## config.mk

```make
export PLATFORM = sky130hd
export DESIGN_NAME = turn_timer
export DESIGN_NICKNAME = d
export VERILOG_FILES = /design/src/rtl/connect4_pkg.sv /design/src/rtl/tick_prescaler.sv /design/src/rtl/turn_timer.sv
export SDC_FILE = /design/constraint.sdc
export NUM_CORES = 1
export LEC_CHECK = 0
export ABC_AREA = 1
export BUFFER_PORTS_ARGS = -buffer_cell sky130_fd_sc_hd__clkbuf_2
export CAP_MARGIN = 20
export CELL_PAD_IN_SITES_DETAIL_PLACEMENT = 1
export CELL_PAD_IN_SITES_GLOBAL_PLACEMENT = 2
export CORE_AREA = 4 4 85 119
export CTS_CLUSTER_DIAMETER = 50
export DETAILED_ROUTE_END_ITERATION = 12
export DIE_AREA = 0 0 89 123
export PLACE_DENSITY_LB_ADDON = 0.1
export SYNTH_ARGS = -nofsm -noshare
export SYNTH_HDL_FRONTEND = slang
export SYNTH_SLANG_ARGS = --single-unit
```

## constraint.sdc

```tcl
create_clock -name clk -period 2.27 [get_ports clk]
set_input_delay 0.1135 -clock clk [delete_from_list [all_inputs] [get_ports clk]]
set_output_delay 0.1135 -clock clk [all_outputs]
set_load 0.02 [all_outputs]
```

## src/rtl/connect4_pkg.sv

```systemverilog
// Shared Connect-4 definitions: controller state codes, turn-timer constants,
// and the binary-to-BCD helper used for the seconds display.
package connect4_pkg;

    // Game controller state codes, shared by the controller and its helpers.
    typedef enum logic [2:0] {
        StIdle         = 3'd0,
        StPlayerTurn   = 3'd1,
        StMakeMove     = 3'd2,
        StCheckWin     = 3'd3,
        StSwitchPlayer = 3'd4,
        StGameOver     = 3'd5
    } state_t;

    localparam int unsigned StateW = 3;

    // Turn timer defaults and display widths.
    localparam int unsigned TurnSecondsDefault = 10;
    localparam int unsigned SecW               = 7;
    localparam int unsigned BcdW               = 4;

    // Internal turn timer FSM states.
    typedef enum logic [1:0] {
        TIdle,
        TRun,
        TExpired,
        THalt
    } timer_state_t;

    // Two-digit BCD of a 0..99 binary value, packed as {tens, ones}.
    // Divide-by-10 by descending compare; values above 99 are not meaningful.
    function automatic logic [2*BcdW-1:0] bin_to_bcd(input logic [SecW-1:0] bin);
        logic [BcdW-1:0] tens;
        logic [SecW-1:0] rem;
        tens = '0;
        rem  = bin;
        for (int i = 9; i >= 1; i--) begin
            if (tens == '0 && bin >= SecW'(10 * i)) begin
                tens = BcdW'(i);
                rem  = bin - SecW'(10 * i);
            end
        end
        return {tens, BcdW'(rem)};
    endfunction

endpackage

```

## src/rtl/tick_prescaler.sv

```systemverilog
// Free-running divider that emits a one-cycle tick every CLK_HZ enabled cycles.
// The tick is combinational on the last count so the consumer acts on the
// same edge that wraps the counter.
module tick_prescaler #(
    parameter int unsigned CLK_HZ = 50_000_000
) (
    input  logic clk,
    input  logic reset,
    input  logic clear,
    input  logic enable,
    output logic tick
);

    localparam int unsigned    CntW   = $clog2(CLK_HZ);
    localparam logic [CntW-1:0] CntMax = CntW'(CLK_HZ - 1);

    logic [CntW-1:0] cnt_q;
    logic [CntW-1:0] cnt_d;

    // Next count: clear dominates, otherwise count 0..CLK_HZ-1 while enabled.
    always_comb begin
        tick  = enable && !clear && (cnt_q == CntMax);
        cnt_d = cnt_q;
        if (clear) begin
            cnt_d = '0;
        end else if (enable) begin
            cnt_d = tick ? '0 : cnt_q + 1'b1;
        end
    end

    // Counter register with synchronous active-low reset.
    always_ff @(posedge clk) begin
        if (!reset) begin
            cnt_q <= '0;
        end else begin
            cnt_q <= cnt_d;
        end
    end

endmodule

```

## src/rtl/turn_timer.sv

```systemverilog
// Per-turn countdown for Connect-4. Restarts on each new PLAYER_TURN, pulses
// times_up on expiry, and drives BCD digits plus a low-time warning.
module turn_timer
    import connect4_pkg::*;
#(
    parameter int unsigned CLK_HZ       = 50_000_000,
    parameter int unsigned TURN_SECONDS = TurnSecondsDefault,
    parameter int unsigned WARN_SECONDS = 3
) (
    input  logic              clk,
    input  logic              reset,
    input  logic [StateW-1:0] state,
    input  logic              pause,
    output logic              times_up,
    output logic [SecW-1:0]   seconds_left,
    output logic [BcdW-1:0]   sec_tens,
    output logic [BcdW-1:0]   sec_ones,
    output logic              warn,
    output logic              running
);

    localparam logic [SecW-1:0]     TurnSec = SecW'(TURN_SECONDS);
    localparam logic [2*BcdW-1:0]   TurnBcd = bin_to_bcd(TurnSec);

    timer_state_t    fsm_q;
    state_t          prev_state_q;
    logic [SecW-1:0] seconds_left_q;
    logic [BcdW-1:0] sec_tens_q;
    logic [BcdW-1:0] sec_ones_q;
    logic            times_up_q;
    logic            warn_q;
    logic            running_q;

    state_t ctrl_state;
    logic   in_turn;
    logic   game_over;
    logic   start_evt;
    logic   presc_clear;
    logic   presc_en;
    logic   tick;

    // Warning level for a given remaining-seconds value while running.
    function automatic logic warn_of(input logic [SecW-1:0] s);
        return (s != '0) && (s <= SecW'(WARN_SECONDS));
    endfunction

    // Decode the controller state and derive prescaler control.
    always_comb begin
        ctrl_state = state_t'(state);
        in_turn    = (ctrl_state == StPlayerTurn);
        game_over  = (ctrl_state == StGameOver);
        start_evt  = in_turn && (prev_state_q != StPlayerTurn);
        // Keep the prescaler at zero unless it is counting a live turn, so a
        // load or reload always starts a full second.
        presc_clear = (fsm_q != TRun) || !in_turn;
        presc_en    = (fsm_q == TRun) && !pause;
    end

    tick_prescaler #(
        .CLK_HZ (CLK_HZ)
    ) u_prescaler (
        .clk    (clk),
        .reset  (reset),
        .clear  (presc_clear),
        .enable (presc_en),
        .tick   (tick)
    );

    // Timer FSM with registered countdown, pulse, status and BCD outputs.
    always_ff @(posedge clk) begin
        if (!reset) begin
            fsm_q          <= TIdle;
            prev_state_q   <= StIdle;
            seconds_left_q <= TurnSec;
            sec_tens_q     <= TurnBcd[2*BcdW-1:BcdW];
            sec_ones_q     <= TurnBcd[BcdW-1:0];
            times_up_q     <= 1'b0;
            warn_q         <= 1'b0;
            running_q      <= 1'b0;
        end else begin
            prev_state_q <= ctrl_state;
            times_up_q   <= 1'b0;
            // Display digits trail seconds_left by one cycle.
            {sec_tens_q, sec_ones_q} <= bin_to_bcd(seconds_left_q);

            if (game_over) begin
                // Game over freezes the timer until reset, from any state.
                fsm_q     <= THalt;
                running_q <= 1'b0;
                warn_q    <= 1'b0;
            end else begin
                unique case (fsm_q)
                    TIdle: begin
                        if (start_evt) begin
                            fsm_q          <= TRun;
                            seconds_left_q <= TurnSec;
                            running_q      <= 1'b1;
                            warn_q         <= warn_of(TurnSec);
                        end
                    end
                    TRun: begin
                        if (!in_turn) begin
                            // Move made (or turn abandoned): leaving beats an
                            // expiring tick; seconds_left holds for display.
                            fsm_q     <= TIdle;
                            running_q <= 1'b0;
                            warn_q    <= 1'b0;
                        end else if (tick) begin
                            if (seconds_left_q > SecW'(1)) begin
                                seconds_left_q <= seconds_left_q - 1'b1;
                                warn_q         <= warn_of(seconds_left_q - 1'b1);
                            end else begin
                                seconds_left_q <= '0;
                                times_up_q     <= 1'b1;
                                fsm_q          <= TExpired;
                                running_q      <= 1'b0;
                                warn_q         <= 1'b0;
                            end
                        end
                    end
                    TExpired: begin
                        if (in_turn) begin
                            // Controller stayed in its turn (full column): go again.
                            fsm_q          <= TRun;
                            seconds_left_q <= TurnSec;
                            running_q      <= 1'b1;
                            warn_q         <= warn_of(TurnSec);
                        end else begin
                            fsm_q     <= TIdle;
                            running_q <= 1'b0;
                            warn_q    <= 1'b0;
                        end
                    end
                    THalt: begin
                        running_q <= 1'b0;
                        warn_q    <= 1'b0;
                    end
                endcase
            end
        end
    end

    assign times_up     = times_up_q;
    assign seconds_left = seconds_left_q;
    assign sec_tens     = sec_tens_q;
    assign sec_ones     = sec_ones_q;
    assign warn         = warn_q;
    assign running      = running_q;

endmodule

```

# After elaboration in Yosys (flattened, before gate mapping)

Cells that the tools add are included.
W data, S select, Z words.

Input bits: 6
Output and inout port bits: 18
Register bits: 49

Add/sub/neg operators: 11
Eq/ne operators: 17
Bitwise operators: 5
Reductions and logical operators: 38
Mux-type cells: 51
$lt $le $gt $ge: 11

Operators by type and width:

| operator                | number |
|---|---|
| $mux W4                 | 25 |
| $mux W7                 | 5 |
| $logic_not A4 Y1        | 8 |
| $add A26 B1 Y26 const B | 1 |
| $eq A26 B26 Y1 const B  | 1 |
| $mux W26                | 1 |
| $ge A7 B6 Y1 const B    | 3 |
| $ge A7 B7 Y1 const B    | 3 |
| $pmux W7 S3             | 1 |
| $sub A4 B4 Y4 const B   | 5 |
| $ge A7 B5 Y1 const B    | 2 |
| $logic_and A1 B1 Y1     | 13 |
| $mux W1                 | 11 |
| $mux W2                 | 5 |
| $ne A3 B3 Y1 const B    | 3 |
| $ne A2 B2 Y1 const B    | 4 |
| $ne A4 B4 Y1 const B    | 2 |
| $reduce_or A2 Y1        | 4 |
| $sub A4 B3 Y4 const B   | 2 |
| $ge A7 B4 Y1 const B    | 1 |
| $gt A7 B1 Y1 const B    | 1 |
| $le A7 B2 Y1 const B    | 1 |
| $reduce_bool A7 Y1      | 1 |
| $sub A7 B1 Y7 const B   | 1 |
| other kinds (22)        | 29 |

# Depth between registers and ports, before layout

Gate-level depths: netlist (run 1).

Depth in word-level cells: 34
Mapped depth: 16
Depth with buffers taken out: 16

# Hierarchy

A second synthesis (run 1) with hierarchy kept.

Cells, all modules: 494
Area, all modules: 3253.1 um^2

Modules (own cells, without submodules):

| module         | cells each | instances | area an instance (um^2) |
|---|---|---|---|
| turn_timer     | 244        | 1         | 1679.1 |
| tick_prescaler | 250        | 1         | 1574.0 |

# Worst setup path before layout (run 1)

No wires, ideal clock.

Kind: register to register
From: register seconds_left_q[2] (netlist: seconds_left[2])
To: register fsm_q[0]
Arrival time: 2.085 ns
Required time: 2.156 ns
Setup slack: 0.071 ns
Path buffers: 0
Setup time: 0.114 ns
Stages on the path, launching flop included: 13
Period minus slack after synthesis: 2.199 ns
Path through: dfxtp_1 -> inv_1 -> ha_1 -> a21oi_1 -> inv_1 -> nor2_1 -> inv_1 -> o21ai_1 -> nor2_1 -> nand2_1 -> nand3_1 -> o21bai_1 -> inv_1

Word-level cells in the longest chain between the ends: 3

RTL lines:

| item                        | RTL line          | source |
|---|---|---|
| start: declaration          | turn_timer.sv:27  | `logic [SecW-1:0] seconds_left_q;` |
| start signal: assignment    | turn_timer.sv:74  | `seconds_left_q <= TurnSec;` |
| start signal: assignment    | turn_timer.sv:96  | `seconds_left_q <= TurnSec;` |
| start signal: assignment    | turn_timer.sv:110 | `seconds_left_q <= seconds_left_q - 1'b1;` |
| $gt A7 B1 Y1                | turn_timer.sv:109 | `if (seconds_left_q > SecW'(1)) begin` |
| $ne A4 B4 Y1 (no line)      | n/a               |  |
| $reduce_and A4 Y1 (no line) | n/a               |  |
| end signal: assignment      | turn_timer.sv:105 | `fsm_q <= TIdle;` |
| end signal: assignment      | turn_timer.sv:115 | `fsm_q <= TExpired;` |
| end signal: assignment      | turn_timer.sv:124 | `fsm_q <= TRun;` |
| end: declaration            | turn_timer.sv:25  | `timer_state_t fsm_q;` |

Every way passes these cells.
A chain may end at the register's enable or synchronous reset.

# Worst setup path in the final report (run 1)

From: register seconds_left_q[4] (netlist: seconds_left[4])
To: register sec_ones_q[3] (netlist: sec_ones[3])

Word-level cells in the longest chain between the ends: 34
Elaborated cells between the ends (all ways): 50
Classes of those cells: 9 x order compare; 25 x mux; 16 x reduce/logical

RTL lines:

| item                   | RTL line           | source |
|---|---|---|
| $ge A7 B7 Y1           | connect4_pkg.sv:38 | `if (tens == '0 && bin >= SecW'(10 * i)) begin` |
| $mux W4                | connect4_pkg.sv:38 |  |
| $mux W4                | turn_timer.sv:71   | `if (!reset) begin` |
| $logic_not A4 Y1       | connect4_pkg.sv:38 |  |
| $logic_and A1 B1 Y1    | connect4_pkg.sv:38 |  |
| $mux W4                | connect4_pkg.sv:38 |  |
| $mux W4                | turn_timer.sv:71   |  |
| $logic_not A4 Y1       | connect4_pkg.sv:38 |  |
| (+18 left out)         | n/a                |  |
| $mux W4                | turn_timer.sv:71   |  |
| $logic_not A4 Y1       | connect4_pkg.sv:38 |  |
| $logic_and A1 B1 Y1    | connect4_pkg.sv:38 |  |
| $mux W4                | connect4_pkg.sv:38 |  |
| $mux W4                | turn_timer.sv:71   |  |
| $logic_not A4 Y1       | connect4_pkg.sv:38 |  |
| $logic_and A1 B1 Y1    | connect4_pkg.sv:38 |  |
| $mux W4 *              | connect4_pkg.sv:38 |  |
| end signal: assignment | turn_timer.sv:76   | `sec_ones_q <= TurnBcd[BcdW-1:0];` |
| end signal: assignment | turn_timer.sv:84   | `{sec_tens_q, sec_ones_q} <= bin_to_bcd(seconds_left_q);` |
| end: declaration       | turn_timer.sv:29   | `logic [BcdW-1:0] sec_ones_q;` |

Mark *: on every way between the ends. The rest lies on a longest branch, timed or not. The select of a mux whose other input is x is not followed.

==> results of run 1 <==
-- cell type report --
class                           instances  area (um2)  share of cell area, %
Clock buffer                            5         125                   3.51
Clock inverter                          3        68.8                   1.93
Inverter                               70         263                   7.37
Multi-Input combinational cell        320        1780                   49.9
Sequential cell                        49         982                   27.6
Tap cell                              107         134                   3.76
Timing Repair Buffer                   36         213                   5.97
-- logic make-up after synthesis --
group,share of synthesized area [%]
simple gates,40.2
xor+xnor,3.48
buf+inv,9.15
compound gates,8.90
fa+ha+maj,5.80
flops,32.5
-- tightest hold or removal path: cells and delay by family --
family / cells / cell delay (ns)
simple gates: 1 / 0.04
buf+inv: 2 / 0.13
-- through the flow --
step | hold WS [ns] | cells
after floorplan | 0.207 | 442
after global placement | 0.326 | 582
after detailed placement | 0.332 | 582
after CTS | 0.0160 | 590
after global routing | 0.0306 | 590
final | 0.0147 | 590
-- sequential cells by signal, indices dropped and copies added (netlist names) --
signal,cells
seconds_left,7
sec_ones,4
times_up,1
sec_tens,4
fsm_q,2
running,1
prev_state_q,3
u_prescaler.cnt_q,26
warn,1
-- layout by cell type, fill, tap and decap left out, drive strengths merged --
cell    instances
nand2         113
inv            71
nor2           57
dfxtp          49
nand3          33
clkbuf         28
a21oi          24
nand4          16
ha             14
buf            13
o21ai          11
nor3           10
xor2            8
nor3b           6
nor4            6
xnor2           4
o21bai          3
or2             3
o211ai          2
o31ai           2
a211oi          2
bufinv          2
nand3b          1
a31oi           1
or3             1
and3            1
o21a            1
a221oi          1
-- per-layer routing --
metal / track usage, % / up-vias
li1: - / 1502
met1: 17.6 / 1381
met2: 36.2 / 27
met3: 2.27 / 17
met4: 8.75 / 0
met5: 0 / -
-- where the power goes --
| group | switching [mW] | internal [mW] |
|---|---|---|
| logic | 0.782 | 0.378 |
| clock network | 0.351 | 0.636 |
| registers | 0.0630 | 0.939 |
-- path summary, 6_finish.rpt --
path,to,startpoint,cells past startpoint
worst min-delay path,prev_state_q[0],state[0],3
worst max-delay path,sec_ones[3],seconds_left[4],12
worst max register to register,sec_ones[3],seconds_left[4],12
worst min register to register,u_prescaler.cnt_q[22],u_prescaler.cnt_q[22],2
==> metrics list, run 1 <==
- The run finished with clean final reports.
- Across the run, the number of max-cap violations was 0.
* Post-detailed-routing wire length: 9.09 mm
* Share of the synthesized area in the top cell type: 32.5%
* Number of buffers inserted by post-CTS setup repair: 0
* Remaining routing DRC violations: 0
- Port buffering added 23 buffers.
- The clock drives 49 sinks.
* Die height: 123 um
- TritonCTS built the clock tree.
- The first global-routing pass estimated 15.1 mm of wire.
- Fraction of the cycle the final worst path needs: 92.8%
* Fraction of registers with async set/reset: 0%
* Endpoint arrival time on the critical path: 2.34 ns
- Fin util: 39.7%
* Leading cell type by number of instances after synthesis: sky130_fd_sc_hd__nand2_1
- Sequential elements use 32.5% of the synthesized area.
- The number of gates resized after CTS was 1.
- The wire-length estimate of the detail-placed layout is 7.49 mm.
- Synth Cell Area: 0.00302 mm2
- Area of the die: 0.0109 mm2
* Critical Path End Type: register
* Worst Path Required: 2.50 ns
* Power Dens Cells: 883 mW/mm2
- Entering global routing, the biggest net connects 20 pins.
- For the final database, setup skew stands at 0.00419 ns.
- Crit path max-delay family: simple AND/OR/NAND/NOR gates
- Unrepaired setup endpoints after global routing: false
- The number of hold violations in the final report was 0.
* Cell occurring most often along the worst timing path: sky130_fd_sc_hd__nand2_1
- For the worst-skew pair, the clock arrives at the later sink with an insertion delay of 0.30 ns.
- Yosys attributes the largest share of cell area to sky130_fd_sc_hd__dfxtp_1 32%, sky130_fd_sc_hd__nand2_1 13%, sky130_fd_sc_hd__inv_1 8.3%, sky130_fd_sc_hd__nor2_1 6.0%, sky130_fd_sc_hd__ha_1 5.8%.
- The detailed router used layers up to and including met4.
* Layout cell share with drive strength beyond 1: 15.7%
- OpenSTA, run right after detailed placement, puts the worst setup slack at 0.0152 ns.
* Starting Density: 33.7%
- Category of the most critical setup path: reg -> reg
- Setup slack on the critical path of the routed design comes to 0.163 ns.
- Tot GR Track Use: 18.1%
* Largest stage delay on the critical path: 0.50 ns
- By count the netlist is led by 104 x sky130_fd_sc_hd__nand2_1, 67 x sky130_fd_sc_hd__inv_1, 49 x sky130_fd_sc_hd__dfxtp_1.
* Static power due to leakage: 1.66 nW
* Via/cell ratio: 4.96
- DR iter-0 viols: 41
* Number of storage elements in the synthesis netlist: 49
- The setup check on the worst reg-to-reg path leaves a slack of 0.16 ns.
* CP Launch Type: register
- The first detailed-routing pass ran for 4 iterations.
* Post-Syn Nets: 462
- The largest individual stage delay along the critical path comes from the cell sky130_fd_sc_hd__dfxtp_1.
- The finished cells cover 0.00356 mm2.
* CP Buf/Inv Count: 2
- Final net count: 502
- The initial antenna violation count came to 0.
* Met1 wire length: 3.30 mm
- Area overhead of the layout relative to synthesis: 18.0%
* Post-synth EDFFs: 0
- Path class of the lowest-slack min-delay path: in -> reg
- Setup violations remaining at the end of the flow were counted as 0.
* # H-tree levels: 2
* IR drop worst, VDD: 0.493 mV
- Overflow left after global routing: 0
- Top-level I/O count: 24
* Bufs on Longest Clock Path: 2
- CTS Buf Count: 5
- Synth cell types: 40
- Drt wl/cell: 15.4 um
* Worst-path clk slew: 0.07 ns
* Syn Area/Cell: 6.84 um2
- The design draws 3.15 mW.
* Routed wire length on met3: 129 um
- Top FF cell, synth: sky130_fd_sc_hd__dfxtp_1
- Headroom to the max-slew limit came out at 70.0%.
- The number of antenna diodes in the final layout is 0.
- During synthesis, Yosys emitted a total of 0 warnings.
- Wire segments on met2 add up to 5.35 mm in the final route.
* Clock root cell: sky130_fd_sc_hd__clkbuf_16
- The worst path in the final design needs a cycle of 2.11 ns, including I/O delays and setup.
- Of all cell types, the one taking the most synthesized area is sky130_fd_sc_hd__dfxtp_1.
- In this run the standard cell core region covers 0.00898 mm2.
- For this design, the CTS-stage hold fixing added 0 buffers.
- Count of filler cells inserted in the layout: 1,167
* Final max-slew violation count: 0
* Critical Path Fanout Max: 8
* Vias in the first global route: 3,105
- In this run the remaining antenna-violating nets after routing total 0.
- Synthesis handed over a netlist of 442 instances.
- Cell Rows: 41
- Total Negative Setup Slacks: 0 ns
- Routability congestion estimate from global placement: 0.848
* Horiz. Die Dim: 89 um
* Maximum frequency from static timing analysis: 475 MHz
- The signal on the critical path passes through nor2_1, nor2_4, inv_1, o211ai_1, nand2_1, nor2_4, nand2_1, nand2_1, inv_1, nand2_1, nand2_1, a21oi_1.
* Area after detailed placement: 0.00335 mm2
- At the pin with the least slew margin, the transition time is 0.446 ns.
* Count of vias placed by the detailed router: 2,927
Power figures use the tool's default switching activity.
==> run 2: changes to the inputs <==
--- a/config.mk
+++ b/config.mk
@@ -15,6 +15,7 @@
 export DETAILED_ROUTE_END_ITERATION = 12
 export DIE_AREA = 0 0 89 123
 export PLACE_DENSITY_LB_ADDON = 0.1
+export SETUP_SLACK_MARGIN = 0.3
 export SYNTH_ARGS = -nofsm -noshare
 export SYNTH_HDL_FRONTEND = slang
 export SYNTH_SLANG_ARGS = --single-unit
==> run 2 against run 1 <==
Against the previous run: clock skew rose by 0.00076 ns; die area did not move; hold slack improved by 0.012 ns; non-clock buffer count rose by 30; total power fell by 0.17%; highest routed layer unchanged; critical endpoint is now u_prescaler.cnt_q[19]; core utilization rose by 5.0 points; maximum frequency rose by 11%.
==> metrics list, run 2 (synthesis gave the netlist of run 1 again) <==
* Flop2flop setup slack: 0.38 ns
- Top-level I/O count: 24
- Post-detailed-routing wire length: 9.75 mm
- The first global-routing pass estimated 15.2 mm of wire.
- Global routing consumed, over all layers together, 18.1% of the routing resources.
* Number of cells on the worst reg-to-reg path: 12
- The worst setup path is launched from a register.
* IR drop worst, VDD: 0.444 mV
- After legalization and detailed placement, the total HPWL measured 7.67 mm.
- Leading cell types in the layout, fill and taps excluded: 97 x sky130_fd_sc_hd__nand2_1, 60 x sky130_fd_sc_hd__inv_1, 40 x sky130_fd_sc_hd__buf_4
- In the final routed layout, each cell accounts on average for 15.7 um.
* Category of the most critical setup path: reg -> reg
- Internal power component: 1.86 mW
* Critical Path End Type: register
- Total Negative Setup Slacks: 0 ns
- Fraction of the cycle the final worst path needs: 83.4%
* Slew at the pin closest to its max-slew limit: 0.469 ns
- Count of final setup violators: 0
- CTS tree: done
- The longest clock path from root to sink contains 2 buffers.
- The repair_antennas step left the layout with diodes totalling 0.
* # H-tree levels: 2
* Reg-to-reg endpoint: u_prescaler.cnt_q[19]
- Least setup slack across all paths after layout: 0.378 ns
* Clock power frac: 23.2%
* Area of the die: 0.0109 mm2
- Data on the critical path is required at its endpoint by 2.50 ns.
- Once detail routing completed, the nets flagged for antenna violations numbered 0.
- From bottom edge to top edge, the die measures 123 um.
- Register ranked first by flip-flop count: u_prescaler.cnt_q
- CTS hold repair buffers: 0
- For the final database, setup skew stands at 0.00494 ns.
- Of the cells placed in the final design, the portion with a size suffix greater than 1 is 31.2%.
- Setup repair after global routing could not meet its margin everywhere.
* Vias in the first global route: 3,219
- After the first detailed-routing iteration, the DRC count stood at 76.
- The startpoint identified for the worst register-to-register timing path is fsm_q[0].
- Number of antenna violations at the first check in global routing: 0
* Starting Density: 33.7%
* CTS Buf Count: 5
- Switching part of the total power: 40.7%
* Via/cell ratio: 5.04
- The min-delay analysis places its worst path in the category in -> reg.
- The tree is rooted in a sky130_fd_sc_hd__clkbuf_16.
* Maximum frequency from static timing analysis: 528 MHz
- Max-cap violations in this run came to 0.
* Most common cell after layout, fill and taps aside: sky130_fd_sc_hd__nand2_1
- The flow ran to the end, and the final reports show no timing, DRC or antenna violations.
* Number of placed instances with taps included: 585
* Routability congestion estimate from global placement: 0.819
* Largest net degree at the start of global routing: 17
* Net Switching: 1.28 mW
* Worst relative slew slack: 68.6%
- Hold_ws: 0.0272 ns
- CTS sink count: 49
- For this run, the number of standard cells in the final layout without fillers is 620.
- Remaining routing DRC violations: 0
- Combinational cell fraction of total power: 44.5%
- The final count of pins violating max slew was 0.
- Summed over all layers, the global routing overflow is 0.
- The pre-antenna-repair detailed-routing pass consisted of 4 iterations.
* Max reg flops: 26
- The number of hold violations in the final report is 0.
- In this run the most critical hold path is launched from state[0].
* Core Box Area: 0.00898 mm2
* Part of the total power dissipated in sequential elements: 32.3%
* Static power due to leakage: 1.85 nW
- Final net count: 532
* Final critical delay including setup and external delays: 1.89 ns
- Area overhead of the layout relative to synthesis: 32.8%
* Horiz. Die Dim: 89 um
* Endpoint arrival time on the critical path: 2.13 ns
* Worst-path clk slew: 0.07 ns
* Port-buffer cells: 23
- OpenSTA, run right after detailed placement, puts the worst setup slack at 0.159 ns.
- Detailed routing inserted a total of 3,125 vias.
- Worst Hold Path EP: prev_state_q[0]
- Power Dens Cells: 783 mW/mm2
- Clock insertion delay at the later pin of the skew report: 0.29 ns
- Cell Rows: 41
* Worst hold stages: 3
- In this run the worst path has a maximum fanout of 4.
==> run 2: cell count changes in the layout (fill, tap and decap cells not counted), sizes merged <==
cell      delta
buf         +30
bufinv       -2
clkbuf       +1
clkinv       +2
clkinvlp     +1
inv          -2
==> run 2: worst max path at each step <==
stage                         start  slack, ns                     to  cells past startpoint
floorplan           seconds_left[2]       0.34               fsm_q[0]                     13
global placement    seconds_left[5]       0.22            sec_ones[2]                     12
detailed placement  seconds_left[1]       0.16               fsm_q[0]                     13
CTS                        fsm_q[0]       0.29  u_prescaler.cnt_q[19]                     12
global route        seconds_left[2]       0.24            sec_ones[1]                     12
finish                     fsm_q[0]       0.38  u_prescaler.cnt_q[19]                     12
==> run 2: layout make-up <==
type | instances | area, um2
fillers | 1151 | 4970
repair buffers | 66 | 458
well taps | 107 | 134
inverters | 70 | 274
flip-flops and latches | 49 | 1000
clock buffers | 6 | 129
multi-input cells | 320 | 2000
clock inverters | 2 | 10.0
==> run 2: what timing repair did <==
item	4_1_cts	5_1_grt
endpoints found under the setup margin	13	29
pin swaps	4	28
resized for setup	16	61
buffers inserted	3	24
==> run 2: routing by layer <==
layer	vias up	part of all wire [%]	wire, um	global-route usage, %
met5	-	0	0	0
met2	30	62	6010	37.7
met4	0	2.5	243	7.45
li1	1566	-	-	-
met1	1510	34	3350	16.6
met3	19	1.6	152	2.40
==> run 2: worst max-delay path: stages (launching register included) <==
cell and delay (ns):
sky130_fd_sc_hd__dfxtp_4 0.37, sky130_fd_sc_hd__inv_4 0.05, sky130_fd_sc_hd__nor2_4 0.15, sky130_fd_sc_hd__nand2_4 0.10, sky130_fd_sc_hd__nor2_4 0.18, sky130_fd_sc_hd__nand3_2 0.10
sky130_fd_sc_hd__nor2_2 0.18, sky130_fd_sc_hd__nand3_2 0.12, sky130_fd_sc_hd__nor2_4 0.15, sky130_fd_sc_hd__nand2_1 0.11, sky130_fd_sc_hd__nor2_2 0.17, sky130_fd_sc_hd__a21oi_1 0.08
sky130_fd_sc_hd__nor2_1 0.08
==> run 2: stage by stage <==
stage               util (%)  power, mW  area, um2
finish                  44.7       3.14       4010
global route            44.7       3.36       4010
CTS                     40.0       2.94       3590
detailed placement      37.7       2.17       3390
global placement        37.7       2.16       3390
floorplan                  -       1.78       3030
==> run 2: power by group through the flow <==
stage / Combinational [mW] / Sequential [mW] / Clock [mW]
6_report: 1.40 / 1.02 / 0.728
3_5_place_dp: 1.15 / 1.03 / 0
4_1_cts: 1.17 / 1.01 / 0.753
2_1_floorplan: 0.691 / 1.09 / 0
5_1_grt: 1.55 / 1.03 / 0.789
3_3_place_gp: 1.14 / 1.03 / 0
==> run 3: changes to the inputs <==
--- a/config.mk
+++ b/config.mk
@@ -10,10 +10,10 @@
 export CAP_MARGIN = 20
 export CELL_PAD_IN_SITES_DETAIL_PLACEMENT = 1
 export CELL_PAD_IN_SITES_GLOBAL_PLACEMENT = 2
-export CORE_AREA = 4 4 85 119
+export CORE_AREA = 4 4 90 126
 export CTS_CLUSTER_DIAMETER = 50
 export DETAILED_ROUTE_END_ITERATION = 12
-export DIE_AREA = 0 0 89 123
+export DIE_AREA = 0 0 94 130
 export PLACE_DENSITY_LB_ADDON = 0.1
 export SETUP_SLACK_MARGIN = 0.3
 export SYNTH_ARGS = -nofsm -noshare
==> constraint.sdc (replaced) <==
create_clock -name clk -period 1.65 [get_ports clk]
set_input_delay 0.0825 -clock clk [delete_from_list [all_inputs] [get_ports clk]]
set_output_delay 0.0825 -clock clk [all_outputs]
set_load 0.02 [all_outputs]
==> run 3 against run 2 <==
Against the previous run: the flow now finishes with violations (negative setup slack); global-route usage increased by 1.7 points; non-clock buffer count up 111; critical path depth down 1; register-to-register slack worse by 0.54 ns; sequential share of layout area fell by 6.8 points; largest cell class unchanged.
==> metrics list, run 3 (synthesis gave the netlist of run 1 again) <==
* Count of final setup violators: 34
- Max-cap violations in this run came to 0.
- Least setup slack across all paths after layout: -0.159 ns
* Number of search-and-repair iterations in the first detailed-routing pass: 4
- CTS tree: done
* # H-tree levels: 2
* Remaining antenna violation count after routing: 0
- Via/cell ratio: 4.75
- The path class of the tightest hold or removal check is in -> reg.
* Post-route clock skew: 0.0118 ns
- Along the worst path, the maximum fanout reaches 3.
- Routability-driven placement finished with a final weighted congestion of 0.814.
- Port-buffer cells: 23
- Violations in the final reports: negative setup slack
- At the pin with the least slew margin, the transition time is 0.389 ns.
- More flip-flops sit in one register than any other, and that register is u_prescaler.cnt_q.
- CP Launch Type: register
- Layout cell share with drive strength beyond 1: 59.8%
- For the final routed database, the setup TNS stands at -1.85 ns.
- Static power due to leakage: 2.63 nW
- The detailed router finished its first iteration with 102 violations.
- Category of the most critical setup path: reg -> reg
- Counting the buffers created by CTS gives 5.
* Wire length of the first global-routing pass: 18.7 mm
- For the worst setup path, the data required time is 1.83 ns.
- Worst relative slew slack: 73.9%
* Clock root cell: sky130_fd_sc_hd__clkbuf_16
- Relative to the synthesized area, the layout overhead comes to 87.6%.
- Power Dens Cells: 992 mW/mm2
* Largest net degree at the start of global routing: 16
* Starting Density: 29.5%
* Unrepaired setup endpoints after global routing: true
- Critical Path End Type: register
- The die covers 0.0122 mm2.
- Fin util: 55.4%
- Tot GR Track Use: 19.8%
- The register with the most flip-flops in the layout has 26 of them.
* Hold violation total from the final report: 0
- The number of global-route vias before repair came to 3,820.
- After detailed routing, the average wire length per cell comes to 16.3 um.
* Horiz. Die Dim: 94 um
- Pre-CTS setup slack: -0.225 ns
- For this run, the top clock speed supported by timing is 553 MHz.
- IR drop worst, VDD: 0.412 mV
- 0 antenna diodes ended up in the layout.
* Bufs on Longest Clock Path: 2
- Count of vias placed by the detailed router: 3,616
- Pin placement for this block handled 24 I/O pins.
- Cell Rows: 44
- Leaving out fill and tap cells, the most frequent cells in the layout are 117 x sky130_fd_sc_hd__buf_4, 74 x sky130_fd_sc_hd__nand2_1, 45 x sky130_fd_sc_hd__inv_1.
- The run finished, with violations left.
- Endpoint arrival time on the critical path: 1.99 ns
- Remaining routing DRC violations: 0
- Leaving out fill and tap cells, the most frequent cell in the layout is sky130_fd_sc_hd__buf_4.
- Core Box Area: 0.0102 mm2
* Final max-slew violation count: 0
- HPWL Detailed: 8.69 mm
* Clock insertion delay at the later pin of the skew report: 0.30 ns
- Final critical delay including setup and external delays: 1.81 ns
- At the end of the flow, the number of nets in the layout was 643.
- Post-detailed-routing wire length: 12.4 mm
* Number of antenna violations at the first check in global routing: 0
- Fraction of the cycle the final worst path needs: 110%
* Die height: 130 um
- Overflow left after global routing: 0
- Clock-pin slew was measured on the worst setup and hold paths at 0.07 ns.
- CTS sink count: 49
-- run 3: changes by cell type in the layout (fill, tap and decap cells not counted), moves of 11 or more --
cell,change
sky130_fd_sc_hd__buf_4,+77
sky130_fd_sc_hd__buf_6,+29
sky130_fd_sc_hd__nand2_1,-23
sky130_fd_sc_hd__inv_1,-15
sky130_fd_sc_hd__nor2_1,-14
sky130_fd_sc_hd__nand2_2,+12
sky130_fd_sc_hd__nor2_4,+11
-- run 3: final timing paths --
check,start,endpoint,slack [ns],cells after the start
setup reg to reg,fsm_q[0],u_prescaler.cnt_q[16],-0.16,11
setup / recovery,fsm_q[0],u_prescaler.cnt_q[16],-0.16,11
hold reg to reg,u_prescaler.cnt_q[11],u_prescaler.cnt_q[11],0.50,2
hold / removal,state[1],prev_state_q[1],0.02,3
-- run 3: stage by stage --
step / power, mW / cell area [um2] / cells / hold WS, ns
6_report: 5.63 / 5670 / 762 / 0.0197
5_1_grt: 5.93 / 5670 / 762 / 0.0276
4_1_cts: 5.24 / 5190 / 737 / 0.00762
3_5_place_dp: 3.42 / 4180 / 696 / 0.302
3_3_place_gp: 3.39 / 4180 / 696 / 0.279
2_1_floorplan: 2.58 / 3190 / 442 / 0.176
-- run 3: area by class of cell --
class	instances	area, um2
Clock inverter	2	38.8
Sequential cell	49	1030
Timing Repair Buffer	177	1440
Clock buffer	6	129
Inverter	70	305
Tap cell	138	173
Fill cell	1243	4570
Multi-Input combinational cell	320	2550
-- run 3: power breakdown --
| group | internal (mW) | switching, mW |
|---|---|---|
| combinational | 1.36 | 1.63 |
| clock | 0.720 | 0.482 |
| sequential | 1.31 | 0.127 |
-- run 3: per-layer routing --
layer	part of all wire (%)	global-route usage [%]
met3	2.0	2.36
met5	0	0
met1	33	17.2
met2	61	42.6
met4	4.0	9.10
-- run 3: repair_timing --
item,in CTS,in global routing
hold endpoints to repair,1,0
pin swaps,58,47
endpoints found under the setup margin,45,45
resized for setup,152,69
hold buffers,1,0
buffers inserted,32,25
-- run 3: worst max-delay path, stage by stage (launching register included) --
cell and delay [ns]:
sky130_fd_sc_hd__dfxtp_4 0.38, sky130_fd_sc_hd__inv_4 0.04, sky130_fd_sc_hd__nor2_4 0.13, sky130_fd_sc_hd__nand2_4 0.09, sky130_fd_sc_hd__buf_6 0.13, sky130_fd_sc_hd__nor4_4 0.17
sky130_fd_sc_hd__nand4_4 0.18, sky130_fd_sc_hd__buf_12 0.19, sky130_fd_sc_hd__buf_6 0.11, sky130_fd_sc_hd__buf_6 0.10, sky130_fd_sc_hd__o211ai_1 0.11, sky130_fd_sc_hd__a21oi_1 0.06
